<file path="config.mk">
export PLATFORM = sky130hd
export DESIGN_NAME = fpu_host_if
export DESIGN_NICKNAME = d
export VERILOG_FILES = /design/src/rtl/fpu_host_if.sv
export SDC_FILE = /design/constraint.sdc
export NUM_CORES = 1
export LEC_CHECK = 0
export BUFFER_PORTS_ARGS = -buffer_cell sky130_fd_sc_hd__buf_2
export CORE_ASPECT_RATIO = 0.75
export CORE_MARGIN = 5
export CORE_UTILIZATION = 55
export DETAILED_ROUTE_END_ITERATION = 8
export GPL_ROUTABILITY_DRIVEN = 0
export PLACE_DENSITY = 0.88
export SLEW_MARGIN = 20
export SYNTH_ARGS = -nofsm -noshare
export SYNTH_HDL_FRONTEND = slang
export SYNTH_SLANG_ARGS = --single-unit
</file>
<file path="constraint.sdc">
create_clock -name clk -period 3.65 [get_ports clk]
set_input_delay 0.73 -clock clk [delete_from_list [all_inputs] [get_ports clk]]
set_output_delay 0.73 -clock clk [all_outputs]
set_load 0.05 [all_outputs]
</file>
<file path="src/rtl/fpu_host_if.sv">
// rtl/fpu_host_if.sv - CPU-side register window and start/done/ack initiator for the FPU core
//
// Ports:
//   clk, arst        rising-edge clock, asynchronous active-low reset
//   cs, wr, rd       bus chip select and strobes (a write acts when cs&wr)
//   addr, din, dout  4-bit register address, 8-bit write/read data (dout is combinational)
//   irq              level interrupt: irq_en && (result_valid || any error)
//   fpu_operation    opcode to the core
//   fpu_a, fpu_b     operand registers to the core
//   fpu_start        start request, held until done or timeout
//   fpu_done         core completion flag
//   fpu_result       core result, valid while fpu_done=1
//   fpu_ack          result acknowledge, held until done falls
module fpu_host_if #(
  parameter int unsigned TIMEOUT_CYCLES = 4096,
  parameter int unsigned OPCODE_MAX     = 10
) (
  input  logic        clk,
  input  logic        arst,
  input  logic        cs,
  input  logic        wr,
  input  logic        rd,
  input  logic [3:0]  addr,
  input  logic [7:0]  din,
  output logic [7:0]  dout,
  output logic        irq,
  output logic [3:0]  fpu_operation,
  output logic [31:0] fpu_a,
  output logic [31:0] fpu_b,
  output logic        fpu_start,
  input  logic        fpu_done,
  input  logic [31:0] fpu_result,
  output logic        fpu_ack
);

  localparam int unsigned CNT_W = (TIMEOUT_CYCLES > 1) ? $clog2(TIMEOUT_CYCLES) : 1;
  localparam logic [CNT_W-1:0] CNT_LAST = CNT_W'(TIMEOUT_CYCLES - 1);

  typedef enum logic [1:0] {
    S_IDLE,
    S_START,
    S_WAIT_DONE,
    S_ACK
  } state_t;

  state_t state;
  state_t state_nxt;

  logic [31:0]      result_q;
  logic [CNT_W-1:0] tcnt;
  logic             result_valid;
  logic             illegal_op;
  logic             timeout_err;
  logic             overrun;
  logic             irq_en;

  logic wr_en;
  logic busy;
  logic wr_operand;
  logic wr_cmd;
  logic wr_ctrl;
  logic cmd_legal;
  logic cmd_accept;
  logic cmd_reject;
  logic done_take;
  logic tmo_hit;
  logic ack_release;

  assign wr_en       = cs & wr;
  assign busy        = (state != S_IDLE);
  assign wr_operand  = wr_en & ~addr[3];
  assign wr_cmd      = wr_en & (addr == 4'hC);
  assign wr_ctrl     = wr_en & (addr == 4'hE);
  assign cmd_legal   = (32'(din[3:0]) <= OPCODE_MAX);
  assign cmd_accept  = wr_cmd & ~busy & cmd_legal;
  assign cmd_reject  = wr_cmd & ~busy & ~cmd_legal;
  assign done_take   = (state == S_WAIT_DONE) & fpu_done;
  // Done wins over timeout when both land on the last allowed cycle.
  assign tmo_hit     = (state == S_WAIT_DONE) & ~fpu_done & (tcnt == CNT_LAST);
  assign ack_release = (state == S_ACK) & ~fpu_done;

  always_ff @(posedge clk or negedge arst) begin
    if (!arst) begin
      state <= S_IDLE;
    end else begin
      state <= state_nxt;
    end
  end

  always_comb begin
    state_nxt = state;
    fpu_start = 1'b0;
    fpu_ack   = 1'b0;
    unique case (state)
      S_IDLE: begin
        if (cmd_accept) state_nxt = S_START;
      end
      S_START: begin
        fpu_start = 1'b1;
        state_nxt = S_WAIT_DONE;
      end
      S_WAIT_DONE: begin
        fpu_start = 1'b1;
        if (done_take)    state_nxt = S_ACK;
        else if (tmo_hit) state_nxt = S_IDLE;
      end
      S_ACK: begin
        fpu_ack = 1'b1;
        if (ack_release) state_nxt = S_IDLE;
      end
      default: state_nxt = S_IDLE;
    endcase
  end

  always_ff @(posedge clk or negedge arst) begin
    if (!arst) begin
      fpu_a         <= '0;
      fpu_b         <= '0;
      fpu_operation <= '0;
      result_q      <= '0;
      tcnt          <= '0;
      result_valid  <= 1'b0;
      illegal_op    <= 1'b0;
      timeout_err   <= 1'b0;
      overrun       <= 1'b0;
      irq_en        <= 1'b0;
    end else begin
      // Operands are frozen while the core owns them.
      if (wr_operand && !busy) begin
        if (addr[2]) fpu_b[{addr[1:0], 3'b000} +: 8] <= din;
        else         fpu_a[{addr[1:0], 3'b000} +: 8] <= din;
      end

      // The counter tracks cycles with fpu_start high, so the abort
      // lands after exactly TIMEOUT_CYCLES start cycles.
      if (cmd_accept) begin
        fpu_operation <= din[3:0];
        tcnt          <= '0;
      end else if (fpu_start) begin
        tcnt <= tcnt + 1'b1;
      end

      if (done_take) result_q <= fpu_result;

      // Clears are applied first so a same-cycle set overrides them.
      if (wr_ctrl) begin
        irq_en <= din[0];
        if (din[1]) begin
          result_valid <= 1'b0;
          illegal_op   <= 1'b0;
          timeout_err  <= 1'b0;
          overrun      <= 1'b0;
        end
      end
      if (cmd_accept) begin
        result_valid <= 1'b0;
        illegal_op   <= 1'b0;
        timeout_err  <= 1'b0;
      end
      if (cmd_reject)                      illegal_op   <= 1'b1;
      if (tmo_hit)                         timeout_err  <= 1'b1;
      if (ack_release)                     result_valid <= 1'b1;
      if (busy && (wr_operand || wr_cmd))  overrun      <= 1'b1;
    end
  end

  assign irq = irq_en & (result_valid | illegal_op | timeout_err | overrun);

  always_comb begin
    dout = 8'h00;
    if (cs && rd) begin
      case (addr[3:2])
        2'b00: dout = fpu_a[{addr[1:0], 3'b000} +: 8];
        2'b01: dout = fpu_b[{addr[1:0], 3'b000} +: 8];
        2'b10: dout = result_q[{addr[1:0], 3'b000} +: 8];
        default: begin
          case (addr[1:0])
            2'b00:   dout = {4'b0000, fpu_operation};
            2'b01:   dout = {3'b000, overrun, timeout_err, illegal_op, result_valid, busy};
            2'b10:   dout = {7'b0000000, irq_en};
            default: dout = 8'h00;
          endcase
        end
      endcase
    end
  end

endmodule

</file>
# Word level (Yosys, flattened, before mapping)
# Index checks and enable logic that the tools add are counted.
[totals] in_bits=50 wordCells=99 regBits=119
[classes] muxes=21 n_shift=5 n_reduce_logical=26 bitwise=20 addsub=2 n_eq_ne=13 magnitude_cmp=1
[op_table] cell="$shiftx A32 B6 Y8" n=3
[op_table] cell="$bwmux W32" n=2
[op_table] cell="$shift A8 B7 Y32 const A" n=1
[op_table] cell="$shiftx A8 B7 Y32" n=1
[op_table] cell="$mux W12" n=2
[op_table] cell="$pmux W8 S3" n=1
[op_table] cell="$reduce_bool A3 Y1" n=6
[op_table] cell="$pmux W5 S3" n=1
[op_table] cell="$add A12 B1 Y12 const B" n=1
[op_table] cell="$and A1 B1 Y1" n=12
[op_table] cell="$eq A12 B12 Y1 const B" n=1
[op_table] cell="$reduce_and A2 Y1" n=6
[op_table] cell="$mux W1" n=9
[op_table] cell="$eq A2 B2 Y1 const B" n=4
[op_table] cell="$eq A4 B4 Y1 const B" n=2
[op_table] cell="$mux W2" n=4
[op_table] cell="$mux W8" n=1
[op_table] cell="$pmux W2 S4" n=1
[op_table] cell="$reduce_bool A2 Y1" n=4
[op_table] cell="$neg A5 Y7" n=1
[op_table] cell="$eq A2 B1 Y1 const B" n=3
[op_table] cell="$logic_not A2 Y1" n=3
[op_table] cell="$not A1 Y1" n=5
[op_table] cell="$le A4 B4 Y1 const B" n=1
[op_table] cell="other kinds (8)" n=13

# Logic depth before layout (Yosys ltp)
[depth] word_depth=6 mapped_depth=9 depth_no_buf=6

# Worst setup path after synthesis
# No wires, ideal clock.
[synth_path] kind="input-to-output" startpoint="input port addr[2]" endpoint="output port dout[5]" t_arrival_ns=2.900 path_slack_ns=0.020 stages=8 cell_sequence="inv_1 ha_1 buf_4 buf_2 a22oi_1 a211oi_1 nor3_1 nor3_1"
[synth_via] elab_chain_cells=3 elab_cells_between_ends=5
[synth_lines] item="start: declaration" line="23" source="input logic [3:0] addr,"
[synth_lines] item="$eq A2 B2 Y1 (tied with other cells)" line="172" source="case (addr[3:2])"
[synth_lines] item="$pmux W8 S3 *" line="172"
[synth_lines] item="$mux W8 *" line="171" source="if (cs && rd) begin"
[synth_lines] item="end: declaration" line="25" source="output logic [7:0] dout,"
# Mark *: on every way between the ends. The rest lies on a longest branch, timed or not.

# Final worst setup path
[layout_path] startpoint="input port addr[2]" endpoint="output port dout[4]"
# Same word-level chain as after synthesis.

==> flow_metrics.py <==
metrics = {
    "detailed_routing": {
        "vias": 4849,
        "first_pass_iters": 5,
        "drt-total-wl_um": 17470,
        "drc": 0,
        "wl_per_cell_um": 22.75,
        "detail_route.iter0.violations": 417,
        "viasPerCell": 6.314,
        "ant_nets": 0,
    },
    "global_routing": {
        "grt_max_degree": 60,
        "grt_pass1_wl_um": 27710,
        "grt_pass1_vias": 4983,
        "antenna_found_initial": 0,
        "grt.total_usage_pct": 27.65,
        "grt_overflow_total": 0,
    },
    "critical_path": {
        "cp.arrival_ns": 2.73,
        "end_kind": "output port",
        "start_kind": "primary input",
        "required_ns": 2.92,
        "cp_max_fo": 15,
        "critPathKind": "in -> out",
    },
    "cts": {
        "clock-sinks": 119,
        "postCtsHoldBufs": 0,
        "cts_buffers": 17,
        "ctsResizeCount": 0,
        "cts_tree": "yes",
        "cts_setup_buffers": 0,
        "clockRootBuffer": "clkbuf_16",
        "htree_levels": 4,
        "cts.clk_slew.worst_paths_ns": 0.06,
        "insertion_delay_ns": 0.42,
        "max-clock-path-buffers": 2,
    },
    "timing": {
        "rsz0062_at_grt": "no",
        "fin_crit_ns": 3.463,
        "fin_setup_tns_ns": 0,
        "relSlewSlack_pct": 29.42,
        "skew_ns": 0.008880,
        "worst_slack_ns": 0.1868,
        "fin_crit_sh_pct": 94.88,
        "slew_violations": 0,
        "tightest_slew_ns": 1.056,
        "finalHoldViolations": 0,
        "setup_violations": 0,
        "max_freq_ghz": 0.2888,
    },
    "synthesis": {
        "yosys_warnings": 0,
        "syn_inst": 477,
        "yosys_most_used_dff": "dfrtp_1",
        "synthArstFlopShare_pct": 100.0,
        "ys_seq_area_share_pct": 49.36,
        "netlist_area_um2": 6033,
        "synth-edff-count": 0,
        "synth_nets": 543,
        "synth-seq-cells": 119,
        "synth.distinct_cells": 46,
        "syn_avg_cell_area_um2": 12.65,
    },
    "cells_and_area": {
        "layout_commonest_cell": "buf_2",
        "stdcell_count": 768,
        "synthToLayoutAreaGrowth_pct": 23.75,
        "drive_above_1_share_pct": 46.50,
        "final_nets": 681,
        "fillers": 768,
        "antenna_cells": 0,
        "final_cell_mix": "buf_2 (127), dfrtp_1 (119), mux2_2 (103), and2_1 (35), clkbuf_16 (17)",
    },
    "power_and_ir_drop": {
        "p_per_area_nw_per_um2": 668.4,
        "leakagePower_nw": 3.710,
        "vdd_ir_drop_max_v": 0.0003408,
    },
    "floorplan": {
        "initial_core_util_pct": 55.77,
        "design.portCount": 129,
        "die-area_um2": 13190,
        "num_rows": 33,
        "fp.dieH_um": 100.7,
        "die_w_um": 130.9,
        "core_area_um2": 10820,
    },
    "run": {
        "max_cap_violations": 0,
    },
    "placed_design": {
        "dp_cells": 736,
        "place.detailed.hpwl_um": 12420,
        "place_ws_ns": 0.2491,
        "portBuffers": 128,
    },
    "run_status": {
        "status": "finished clean",
    },
    "min_path": {
        "hold_class": "in -> async",
    },
}
## cell families (layout without fill, tap and decap cells)
logic type | count (synthesis) | count (layout) | synth area share, %
flip-flops | 119 | 119 | 49.36
buffers and inverters | 31 | 182 | 2.758
multiplexers | 116 | 116 | 23.08
AND/OR/NAND/NOR | 106 | 106 | 10.10
XOR/XNOR | 9 | 9 | 1.306
AO/OA/AOI/OAI | 80 | 80 | 10.08
adder cells (fa/ha/maj) | 16 | 16 | 3.318
## synth_stat cells (all sizes together) (3+ instances only)
cell    count  area share, %
inv        10           0.62
a221oi     15            2.2
xor2        4           0.58
o21ai       4           0.33
buf        19            2.0
dfrtp     119             49
nand3       5           0.50
mux2      105             20
nor2b       5           0.52
nand2      20            1.4
a22oi      12            1.5
a22o       15            2.2
and2       35            3.6
mux4        8            3.0
a21oi      16            1.3
mux2i       3           0.50
nor2       13           0.81
nor3b       5           0.62
ha         16            3.3
a211oi      8            1.2
nor3       12            1.2
nand4       4           0.41
xnor2       5           0.73
## cell type report
cell class	instances	area [um^2]	area share, %
Sequential cell	119	2978	39.89
Tap cell	140	175.2	2.346
Clock buffer	20	466.7	6.251
Timing Repair Buffer	140	745.7	9.988
Multi-Input combinational cell	327	2889	38.70
Clock inverter	12	173.9	2.329
Inverter	10	37.54	0.5028
## state kept, by name (all words and copies together) (netlist names)
register / count
fpu_operation: 4
tcnt: 12
irq_en: 1
result_valid: 1
fpu_a: 32
illegal_op: 1
overrun: 1
result_q: 32
state: 2
fpu_b: 32
timeout_err: 1
## through the flow
step                hold WS (ns)  total power (W)  instance area [um^2]  util (%)
finish                    0.3709         0.004990                  7466     69.01
global placement          0.4960         0.003089                  6825     63.09
CTS                       0.3993         0.004979                  7466     69.01
detailed placement        0.4970         0.003168                  6825     63.09
global route              0.4305         0.005191                  7466     69.01
floorplan                 0.4344         0.002788                  6033         -
## path summary, 6_finish.rpt
path	start	to	slack, ns	cells after the start
min in group clk	result_q[6]	result_q[6]	0.51	1
max in group asynchronous	arst	fpu_b[13]	2.36	2
hold reg to reg	result_q[6]	result_q[6]	0.51	1
setup reg to reg	state[0]	fpu_a[22]	1.18	6
setup / recovery	addr[2]	dout[4]	0.19	7
hold / removal	arst	tcnt[1]	0.37	1
## metal layers
metal / GRT usage [%] / vias to the layer above / part of all wire, %
met4: 8.696 / 0 / 2.5
met1: 38.61 / 2457 / 41
li1: - / 2041 / -
met3: 7.627 / 50 / 9.5
met5: 0 / - / 0
met2: 42.28 / 301 / 47
## worst max-delay path, stage by stage
cell      delay, ns
buf_2          0.16
inv_1          0.11
ha_1           0.69
nor2b_1        0.33
a221oi_1       0.13
a21oi_1        0.26
buf_2          0.32
## where the power goes
group	switching, W	internal [W]
registers	0.000276	0.00165
logic	0.000731	0.000527
clock network	0.000614	0.00119
Power figures use the tool's default switching activity.
